File: config.mk
export PLATFORM = sky130hd
export DESIGN_NAME = wave_meas
export DESIGN_NICKNAME = d
export VERILOG_FILES = /design/src/rtl/awg_pkg.sv /design/src/rtl/wm_slope_det.sv /design/src/rtl/wave_meas.sv
export SDC_FILE = /design/constraint.sdc
export NUM_CORES = 1
export LEC_CHECK = 0
export CELL_PAD_IN_SITES_DETAIL_PLACEMENT = 2
export CELL_PAD_IN_SITES_GLOBAL_PLACEMENT = 2
export CORE_UTILIZATION = 37
export DETAILED_ROUTE_END_ITERATION = 10
export PLACE_DENSITY = 0.86
export SYNTH_ARGS = -nofsm -noshare
export SYNTH_HDL_FRONTEND = slang
export SYNTH_SLANG_ARGS = --single-unit
export TNS_END_PERCENT = 100
File: constraint.sdc
create_clock -name clk -period 3.6 [get_ports clk]
set_clock_uncertainty 0.05 [all_clocks]
set_input_delay 0.36 -clock clk [delete_from_list [all_inputs] [get_ports clk]]
set_output_delay 0.36 -clock clk [all_outputs]
set_load 0.02 [all_outputs]
File: src/rtl/awg_pkg.sv
// Shared definitions for the AWG datapath: default sample width and the
// slope-detector state encoding used by wave_meas.
package awg_pkg;

  localparam int DW_DEF = 14;

  typedef enum logic [1:0] {
    IDLE = 2'd0,
    FALL = 2'd1,
    RISE = 2'd2
  } wm_state_t;

endpackage

File: src/rtl/wm_slope_det.sv
// Slope detector with hysteresis: follows the running extreme of the current
// slope and flags a valley when the signal climbs more than HYST above it.
module wm_slope_det
  import awg_pkg::*;
#(
  parameter int DW   = DW_DEF,
  parameter int HYST = 16
) (
  input  logic          clk,
  input  logic          rst_n,
  input  logic          i_en,
  input  logic [DW-1:0] i_sample,
  output logic          o_valley,
  output wm_state_t     o_state
);

  localparam logic [DW:0] HYST_W = (DW+1)'(HYST);

  wm_state_t   r_state;
  wm_state_t   w_next_state;
  logic [DW-1:0] r_ext;
  logic [DW-1:0] w_next_ext;
  logic [DW:0] w_s;
  logic [DW:0] w_e;
  logic        w_climb;
  logic        w_drop;

  // One extra bit keeps the hysteresis sums from wrapping near full scale.
  assign w_s     = {1'b0, i_sample};
  assign w_e     = {1'b0, r_ext};
  assign w_climb = w_s > (w_e + HYST_W);
  assign w_drop  = (w_s + HYST_W) < w_e;

  always_ff @(posedge clk or negedge rst_n) begin
    if (!rst_n) begin
      r_state <= IDLE;
      r_ext   <= '0;
    end else begin
      r_state <= w_next_state;
      r_ext   <= w_next_ext;
    end
  end

  always_comb begin
    w_next_state = r_state;
    w_next_ext   = r_ext;
    if (i_en) begin
      case (r_state)
        IDLE: begin
          w_next_ext   = i_sample;
          w_next_state = FALL;
        end
        FALL: begin
          if (w_climb) begin
            w_next_ext   = i_sample;
            w_next_state = RISE;
          end else if (i_sample < r_ext) begin
            w_next_ext = i_sample;
          end
        end
        RISE: begin
          if (w_drop) begin
            w_next_ext   = i_sample;
            w_next_state = FALL;
          end else if (i_sample > r_ext) begin
            w_next_ext = i_sample;
          end
        end
        default: w_next_state = IDLE;
      endcase
    end
  end

  always_comb begin
    o_valley = i_en && (r_state == FALL) && w_climb;
  end

  assign o_state = r_state;

endmodule

File: src/rtl/wave_meas.sv
// Waveform measurement: counts enabled samples between valleys and tracks the
// run extremes, publishing period/max/min/peak-to-peak once per full cycle.
module wave_meas
  import awg_pkg::*;
#(
  parameter int DW   = DW_DEF,
  parameter int CW   = 24,
  parameter int HYST = 16
) (
  input  logic          clk,
  input  logic          rst_n,
  input  logic          en,
  input  logic [DW-1:0] sample_in,
  output logic [CW-1:0] period_out,
  output logic [DW-1:0] max_out,
  output logic [DW-1:0] min_out,
  output logic [DW-1:0] pp_out,
  output logic          meas_valid,
  output logic          ovf
);

  localparam logic [CW-1:0] CNT_MAX = '1;

  wm_state_t     w_state;
  logic          w_valley;
  logic [CW-1:0] r_cnt;
  logic          r_sat;
  logic          r_armed;
  logic [DW-1:0] r_run_max;
  logic [DW-1:0] r_run_min;
  logic [CW-1:0] r_period;
  logic [DW-1:0] r_max;
  logic [DW-1:0] r_min;
  logic [DW-1:0] r_pp;
  logic          r_valid;
  logic          r_ovf;

  wm_slope_det #(
    .DW  (DW),
    .HYST(HYST)
  ) u_slope (
    .clk     (clk),
    .rst_n   (rst_n),
    .i_en    (en),
    .i_sample(sample_in),
    .o_valley(w_valley),
    .o_state (w_state)
  );

  // The triggering sample opens the new run; the publish uses pre-event values.
  always_ff @(posedge clk or negedge rst_n) begin
    if (!rst_n) begin
      r_cnt     <= '0;
      r_sat     <= 1'b0;
      r_armed   <= 1'b0;
      r_run_max <= '0;
      r_run_min <= '0;
      r_period  <= '0;
      r_max     <= '0;
      r_min     <= '0;
      r_pp      <= '0;
      r_valid   <= 1'b0;
      r_ovf     <= 1'b0;
    end else begin
      r_valid <= 1'b0;
      if (en) begin
        if ((w_state == IDLE) || w_valley) begin
          r_run_max <= sample_in;
          r_run_min <= sample_in;
          r_cnt     <= CW'(1);
          r_sat     <= 1'b0;
          if (w_valley) begin
            r_armed <= 1'b1;
            if (r_armed) begin
              r_period <= r_cnt;
              r_max    <= r_run_max;
              r_min    <= r_run_min;
              r_pp     <= r_run_max - r_run_min;
              r_ovf    <= r_sat;
              r_valid  <= 1'b1;
            end
          end
        end else begin
          if (sample_in > r_run_max) r_run_max <= sample_in;
          if (sample_in < r_run_min) r_run_min <= sample_in;
          if (r_cnt == CNT_MAX) r_sat <= 1'b1;
          else r_cnt <= r_cnt + CW'(1);
        end
      end
    end
  end

  assign period_out = r_period;
  assign max_out    = r_max;
  assign min_out    = r_min;
  assign pp_out     = r_pp;
  assign meas_valid = r_valid;
  assign ovf        = r_ovf;

endmodule
==> impl_metrics.csv, run 1 <==
group,metric,value,unit
outcome,status,"complete, no violations",
grt,grt_pass1_wl,48.6,mm
timing,maxSlewHeadroom,29.2,%
floorplan,coreArea,21200,µm²
cells_and_area,antennaDiodeCount,0,
critical_path,crit_path_start,"u_slope.r_ext[9]$_DFFE_PN0P_",
floorplan,io_pins,85,
grt,grt_max_degree,88,
run,max_cap_violations,0,
critical_path,worstPathArrival,3.81,ns
timing,tightest_slew,1.06,ns
cells_and_area,area_growth,25.1,%
synth,ys_seq_elements,138,
synth,syn_inst,805,
synth,syn-num-nets,900,
power_and_ir_drop,powerDensity,955,nW/µm²
place,portBuffers,84,
clock_tree,clock_path_buffers,2,
clock_tree,cts_tree,"built",
worst_hold_path,hold_path_class,"flop to flop",
timing,finalCritPeriodShare,98.2,%
synth,avgSynthCellArea,9.98,µm²
critical_path,critPathRequiredTime,3.87,ns
timing,drv_slew,0,
grt,gr-total-overflow,0,
critical_path,path_max_fanout,6,
critical_path,cp-end-kind,"flop",
routing,drtIter0Drc,426,
critical_path,critical-path-max-stage-delay,0.45,ns
floorplan,die_x,149,µm
cells_and_area,layout-drive-gt1-share,15.2,%
critical_path,worst_path_max_delay_cell,"dfrtp_1",
critical_path,crit_type,"flop to flop",
power_and_ir_drop,power,9.60,mW
clock_tree,clock_sinks,138,
routing,drt_wl_total,31.9,mm
synth,async_flop_share,100,%
floorplan,num_rows,53,
cells_and_area,final_cells,1208,
routing,wire_per_inst,26.4,µm
timing,setup_viol,0,
synth,yosys_warnings,0,
critical_path,r2r_start,"u_slope.r_ext[9]$_DFFE_PN0P_",
place,dp_hpwl,20.1,mm
synth,yosysUniqueCellTypes,60,
clock_tree,clk-insertion-delay-late,0.45,ns
place,gp_congestion,0.868,
clock_tree,cts-root-buf,"clkbuf_16",
timing,hold_viol_final,0,
timing,fmax,0.283,GHz
critical_path,r2r_setup_slack,0.07,ns
synth,synth_sequential_area_ratio,43.0,%
routing,antenna_left,0,
clock_tree,h-tree-depth,4,
synth,synth_edf_count,0,
grt,grt_pass1_vias,8075,
synth,ys.flop_type,"dfrtp_1",
floorplan,start_util,38.0,%
place,place_inst,1174,
floorplan,die_height,149,µm
power_and_ir_drop,power.leakage,4.65,nW
timing,setup_tns,0,ns
cells_and_area,final_area,10100,µm²
power_and_ir_drop,vdd_ir_drop_max,0.405,mV
place,dpl_cell_area,9440,µm²
clock_tree,clk_pin_slew,0.06,ns
routing,vias_per_cell,5.90,
timing,fin_crit,3.53,ns
routing,firstDrtPassIters,5,
synth,netlist_area,8040,µm²
cells_and_area,fin_nets,1015,
worst_hold_path,min_from,"r_armed$_DFFE_PN0P_",
floorplan,dieArea,22300,µm²
routing,drc,0,
routing,vias,7126,
clock_tree,numCtsBuffers,17,
grt,grtUsageTotal,29.2,%
grt,antenna_found_initial,0,
critical_path,critPathLaunchType,"flop",
critical_path,path_cells,"and4_1, and3_1, nand2_1, xnor2_1, ha_1, nand3_1, nor3_2, a311o_1, nand2_2, o21ai_2, buf_4, mux2_2",
through the flow:
stage / hold WS [ns] / setup WS [ns] / utilization, %
6_report: 0.411 / 0.0657 / 47.5
5_1_grt: 0.439 / -0.0142 / 47.5
4_1_cts: 0.415 / 0.00973 / 47.4
3_5_place_dp: 0.400 / -0.310 / 44.6
3_3_place_gp: 0.391 / -0.0735 / 44.6
2_1_floorplan: 0.0144 / 0.601 / -
logic make-up (layout without fill, tap and decap cells):
kind of cell | count (synthesis) | count (layout) | synth area share, %
flops | 138 | 138 | 43.0
simple gates | 233 | 233 | 14.0
xor+xnor | 28 | 28 | 3.05
compound gates | 179 | 179 | 13.9
buf+inv | 82 | 210 | 4.24
fa+ha+maj | 78 | 78 | 12.2
mux | 67 | 67 | 9.67
metal layers:
layer,part of all wire (%),GRT usage (%),wire length [µm],vias to the layer above
met2,53,52.8,16900,207
met1,40,33.3,12800,3727
li1,-,-,-,3106
met5,0,0,0,-
met4,3.4,14.1,1070,0
met3,3.6,4.59,1140,86
final cells by class:
class,instances,area [µm²]
inverters,57,214
clock buffers,21,460
repair buffers,121,1180
well taps,275,344
flip-flops and latches,138,3450
multi-input cells,585,4290
fillers,2160,11100
clock inverters,11,110
layout by cell type (no fill, tap or decap), types with 21 or more instances in the layout:
cell type        netlist  routed
ha_1                  77      76
nor2_1                32      32
clkdlybuf4s50_1        0      83
a21oi_1               34      33
dfrtp_1              138     138
buf_4                  1      31
mux2_2                49      49
o21ai_0               64      64
nand2_1               88      87
xnor2_1               21      21
inv_1                 57      57
nand3_1               31      31
cell usage after synthesis (all sizes together), types with 7 or more instances:
library cell / instances / area, µm²
a21o: 12 / 90.1
a21oi: 35 / 179
a31oi: 19 / 119
and3: 9 / 56.3
buf: 13 / 80.1
clkbuf: 12 / 46.3
dfrtp: 138 / 3450
ha: 77 / 963
inv: 57 / 214
mux2: 58 / 687
mux2i: 9 / 90.1
nand2: 88 / 330
nand3: 31 / 155
nand4: 17 / 106
nor2: 32 / 120
nor2b: 8 / 50.1
nor3: 21 / 105
o21ai: 68 / 344
xnor2: 21 / 184
xor2: 7 / 61.3
sequential cells by signal, summed over array words and instances (netlist names):
register / count
period_out: 24
r_cnt: 24
max_out: 14
min_out: 14
pp_out: 14
r_run_max: 14
r_run_min: 14
u_slope.r_ext: 14
u_slope.o_state: 2
meas_valid: 1
ovf: 1
r_armed: 1
r_sat: 1
path summary, 6_finish.rpt:
kind	endpoint	depth (start not counted)
min in group asynchronous	pp_out[11]$_DFFE_PN0P_	2
hold / removal	r_armed$_DFFE_PN0P_	1
max in group asynchronous	u_slope.o_state[0]$_DFFE_PN0P_	3
setup / recovery	r_run_max[1]$_DFFE_PN0P_	12
hold reg to reg	r_armed$_DFFE_PN0P_	1
setup reg to reg	r_run_max[1]$_DFFE_PN0P_	12
power breakdown:
| part | internal (mW) | leakage (nW) | switching (mW) | total (mW) |
|---|---|---|---|---|
| registers | 2.08 | 1.75 | 0.479 | 2.55 |
| clock network | 0.998 | 0.283 | 0.777 | 1.78 |
| logic | 2.17 | 2.61 | 3.10 | 5.27 |
critical path: cells and delay by family (launching register included):
kind / cells / cell delay, ns
AOI/OAI and AO/OA: 2 / 0.54
and+or+nand+nor: 6 / 1.37
buffers and inverters: 1 / 0.21
xor gates and xnor gates: 1 / 0.13
muxes: 1 / 0.36
adders and majority gates: 1 / 0.30
DFF: 1 / 0.45
repair_timing:
| item | in CTS | in global routing |
|---|---|---|
| hold endpoints to repair | 34 | 0 |
| resized for setup | 1 | 6 |
| hold buffers | 1 | 0 |
| endpoints found under the setup margin | 4 | 29 |
| buffers inserted | 0 | 1 |
Power figures use the tool's default switching activity.
==> inputs of run 2 (changes only) <==
==> constraint.sdc (replaced) <==
create_clock -name clk -period 3.5 [get_ports clk]
set_clock_uncertainty 0.05 [all_clocks]
set_input_delay 0.35 -clock clk [delete_from_list [all_inputs] [get_ports clk]]
set_output_delay 0.35 -clock clk [all_outputs]
set_load 0.02 [all_outputs]
==> impl_metrics.csv, run 2 (same netlist as run 1, synthesis figures left out) <==
group,metric,value,unit
routing,antenna_left,0,
critical_path,critPathRequiredTime,3.79,ns
routing,drt_wl_total,30.8,mm
clock_tree,cts_tree,"built",
floorplan,die_x,149,µm
worst_hold_path,min_path_cells,2,
floorplan,die_height,149,µm
place,post-place-ws,-0.339,ns
clock_tree,clock_path_buffers,2,
critical_path,r2r_setup_slack,0.06,ns
clock_tree,clk_pin_slew,0.06,ns
cells_and_area,multi_input_area,4290,µm²
floorplan,dieArea,22300,µm²
grt,grt_pass1_wl,48.2,mm
routing,wire_per_inst,25.4,µm
timing,final.setup.worst_slack,0.0610,ns
critical_path,worst_path_max_delay_cell,"or4b_1",
critical_path,r2r-end,"r_cnt[14]$_DFFE_PN0P_",
floorplan,start_util,38.0,%
grt,grt_pass1_vias,8131,
critical_path,crit_type,"flop to flop",
cells_and_area,regArea,3450,µm²
clock_tree,clk-insertion-delay-late,0.44,ns
run,max_cap_violations,0,
clock_tree,clock_sinks,138,
routing,vias,7073,
routing,firstDrtPassIters,4,
timing,maxSlewHeadroom,29.1,%
routing,drc,0,
routing,drtIter0Drc,299,
cells_and_area,antennaDiodeCount,0,
cells_and_area,final_util,47.9,%
cells_and_area,final_common_cell,"dfrtp_1",
clock_tree,cts_setup_buffers,0,
outcome,status,"complete, no violations",
floorplan,io_pins,85,
worst_hold_path,min_from,"min_out[6]$_DFFE_PN0P_",
place,dp_hpwl,19.7,mm
critical_path,worstPathArrival,3.73,ns
worst_hold_path,hold_path_class,"flop to flop",
place,gp_congestion,0.848,
routing,vias_per_cell,5.85,
grt,gr-total-overflow,0,
clock_tree,h-tree-depth,4,
timing,fin_crit,3.44,ns
clock_tree,cts-root-buf,"clkbuf_16",
timing,grt_setup_unrepaired,"true",
power_and_ir_drop,power.leakage,4.69,nW
critical_path,cp_num_buf_inv,0,
grt,antenna_found_initial,0,
critical_path,path_cells,"and4_2, and3_1, nand2_1, xnor2_1, ha_1, nand3_1, nor3_4, a21bo_2, nor2_2, and2_1, or4b_1, mux2i_1",
timing,setup_viol,0,
cells_and_area,fin_nets,1018,
timing,finalCritPeriodShare,98.3,%
timing,hold_viol_final,0,
critical_path,crit_cells,12,
critical_path,r2r_cells,12,
critical_path,path_delay_family,"simple AND/OR/NAND/NOR gates",
power_and_ir_drop,powerDensity,978,nW/µm²
cells_and_area,fill_cells,2188,
timing,tightest_slew,1.06,ns
floorplan,num_rows,53,
place,portBuffers,84,
timing,fmax,0.291,GHz
critical_path,cp-end-kind,"flop",
cells_and_area,layout-drive-gt1-share,15.5,%
worst_hold_path,hold_path_end,"min_out[6]$_DFFE_PN0P_",
floorplan,coreArea,21200,µm²
critical_path,critPathLaunchType,"flop",
critical_path,critical-path-max-stage-delay,0.57,ns
grt,grtUsageTotal,29.0,%
grt,grt_max_degree,75,
timing,drv_slew,0,
cells_and_area,final_cell_mix,"dfrtp_1 (138), nand2_1 (87), clkdlybuf4s50_1 (83), ha_1 (75), o21ai_0 (64)",
critical_path,path_max_fanout,4,
cells_and_area,area_growth,26.1,%
critical_path,r2r_start,"u_slope.r_ext[9]$_DFFE_PN0P_",
clock_tree,numCtsBuffers,17,
power_and_ir_drop,vdd_ir_drop_max,0.437,mV
## run 2: cell types whose count changed in the layout (fill, tap and decap cells not counted), sizes merged
cell	before	now
clkinvlp	0	2
clkbuf	21	18
inv	61	60
bufinv	1	3
clkinv	6	5
buf	37	40
## run 2: per-layer routing
layer,global-route usage [%],routed length [µm],vias to the layer above
li1,-,-,3119
met1,33.5,12400,3686
met2,51.6,16100,187
met3,5.23,1070,79
met4,13.1,1080,2
met5,1.59,49,-
## run 2: through the flow
stage,setup TNS [ns],cells,power [mW],hold slack [ns],cell area [µm²]
6_report,0,1210,9.91,0.434,10100
2_1_floorplan,0,805,5.70,0.00441,8040
3_5_place_dp,-4.24,1178,7.62,0.393,9490
5_1_grt,-0.0515,1210,10.5,0.462,10100
4_1_cts,0,1210,9.90,0.439,10100
3_3_place_gp,-2.05,1178,7.21,0.376,9490
## run 2: repair_timing
item / in CTS / in global routing
gates resized for setup: 2 / 6
hold buffers: 1 / 0
hold endpoints to repair: 73 / 0
setup endpoints to repair: 20 / 40
## run 2: where the power goes
part	switching, mW	internal (mW)	total [mW]
clock	0.782	1.13	1.91
sequential	0.455	2.14	2.59
combinational	3.15	2.26	5.41
total	4.39	5.52	9.91
## run 2: area by class of cell
class | count | area share [%]
Inverter | 57 | 2.11
Clock buffer | 18 | 4.24
Tap cell | 275 | 3.40
Clock inverter | 13 | 1.68
Sequential cell | 138 | 34.1
Timing Repair Buffer | 124 | 12.2
Multi-Input combinational cell | 585 | 42.3
## run 2: how the worst max path moves through the flow
stage	from	end	slack, ns
5_1_grt	u_slope.r_ext[9]$_DFFE_PN0P_	r_cnt[14]$_DFFE_PN0P_	-0.04
3_5_place_dp	sample_in[5]	u_slope.r_ext[9]$_DFFE_PN0P_	-0.34
2_1_floorplan	sample_in[4]	u_slope.r_ext[10]$_DFFE_PN0P_	0.51
4_1_cts	u_slope.r_ext[9]$_DFFE_PN0P_	r_cnt[14]$_DFFE_PN0P_	0.07
3_3_place_gp	sample_in[4]	u_slope.r_ext[5]$_DFFE_PN0P_	-0.17
6_report	u_slope.r_ext[9]$_DFFE_PN0P_	r_cnt[14]$_DFFE_PN0P_	0.06
## run 2: worst min-delay path, stage by stage, from the launching register on
cell	delay [ns]
dfrtp_1	0.34
nand2_1	0.05
o21ai_0	0.06
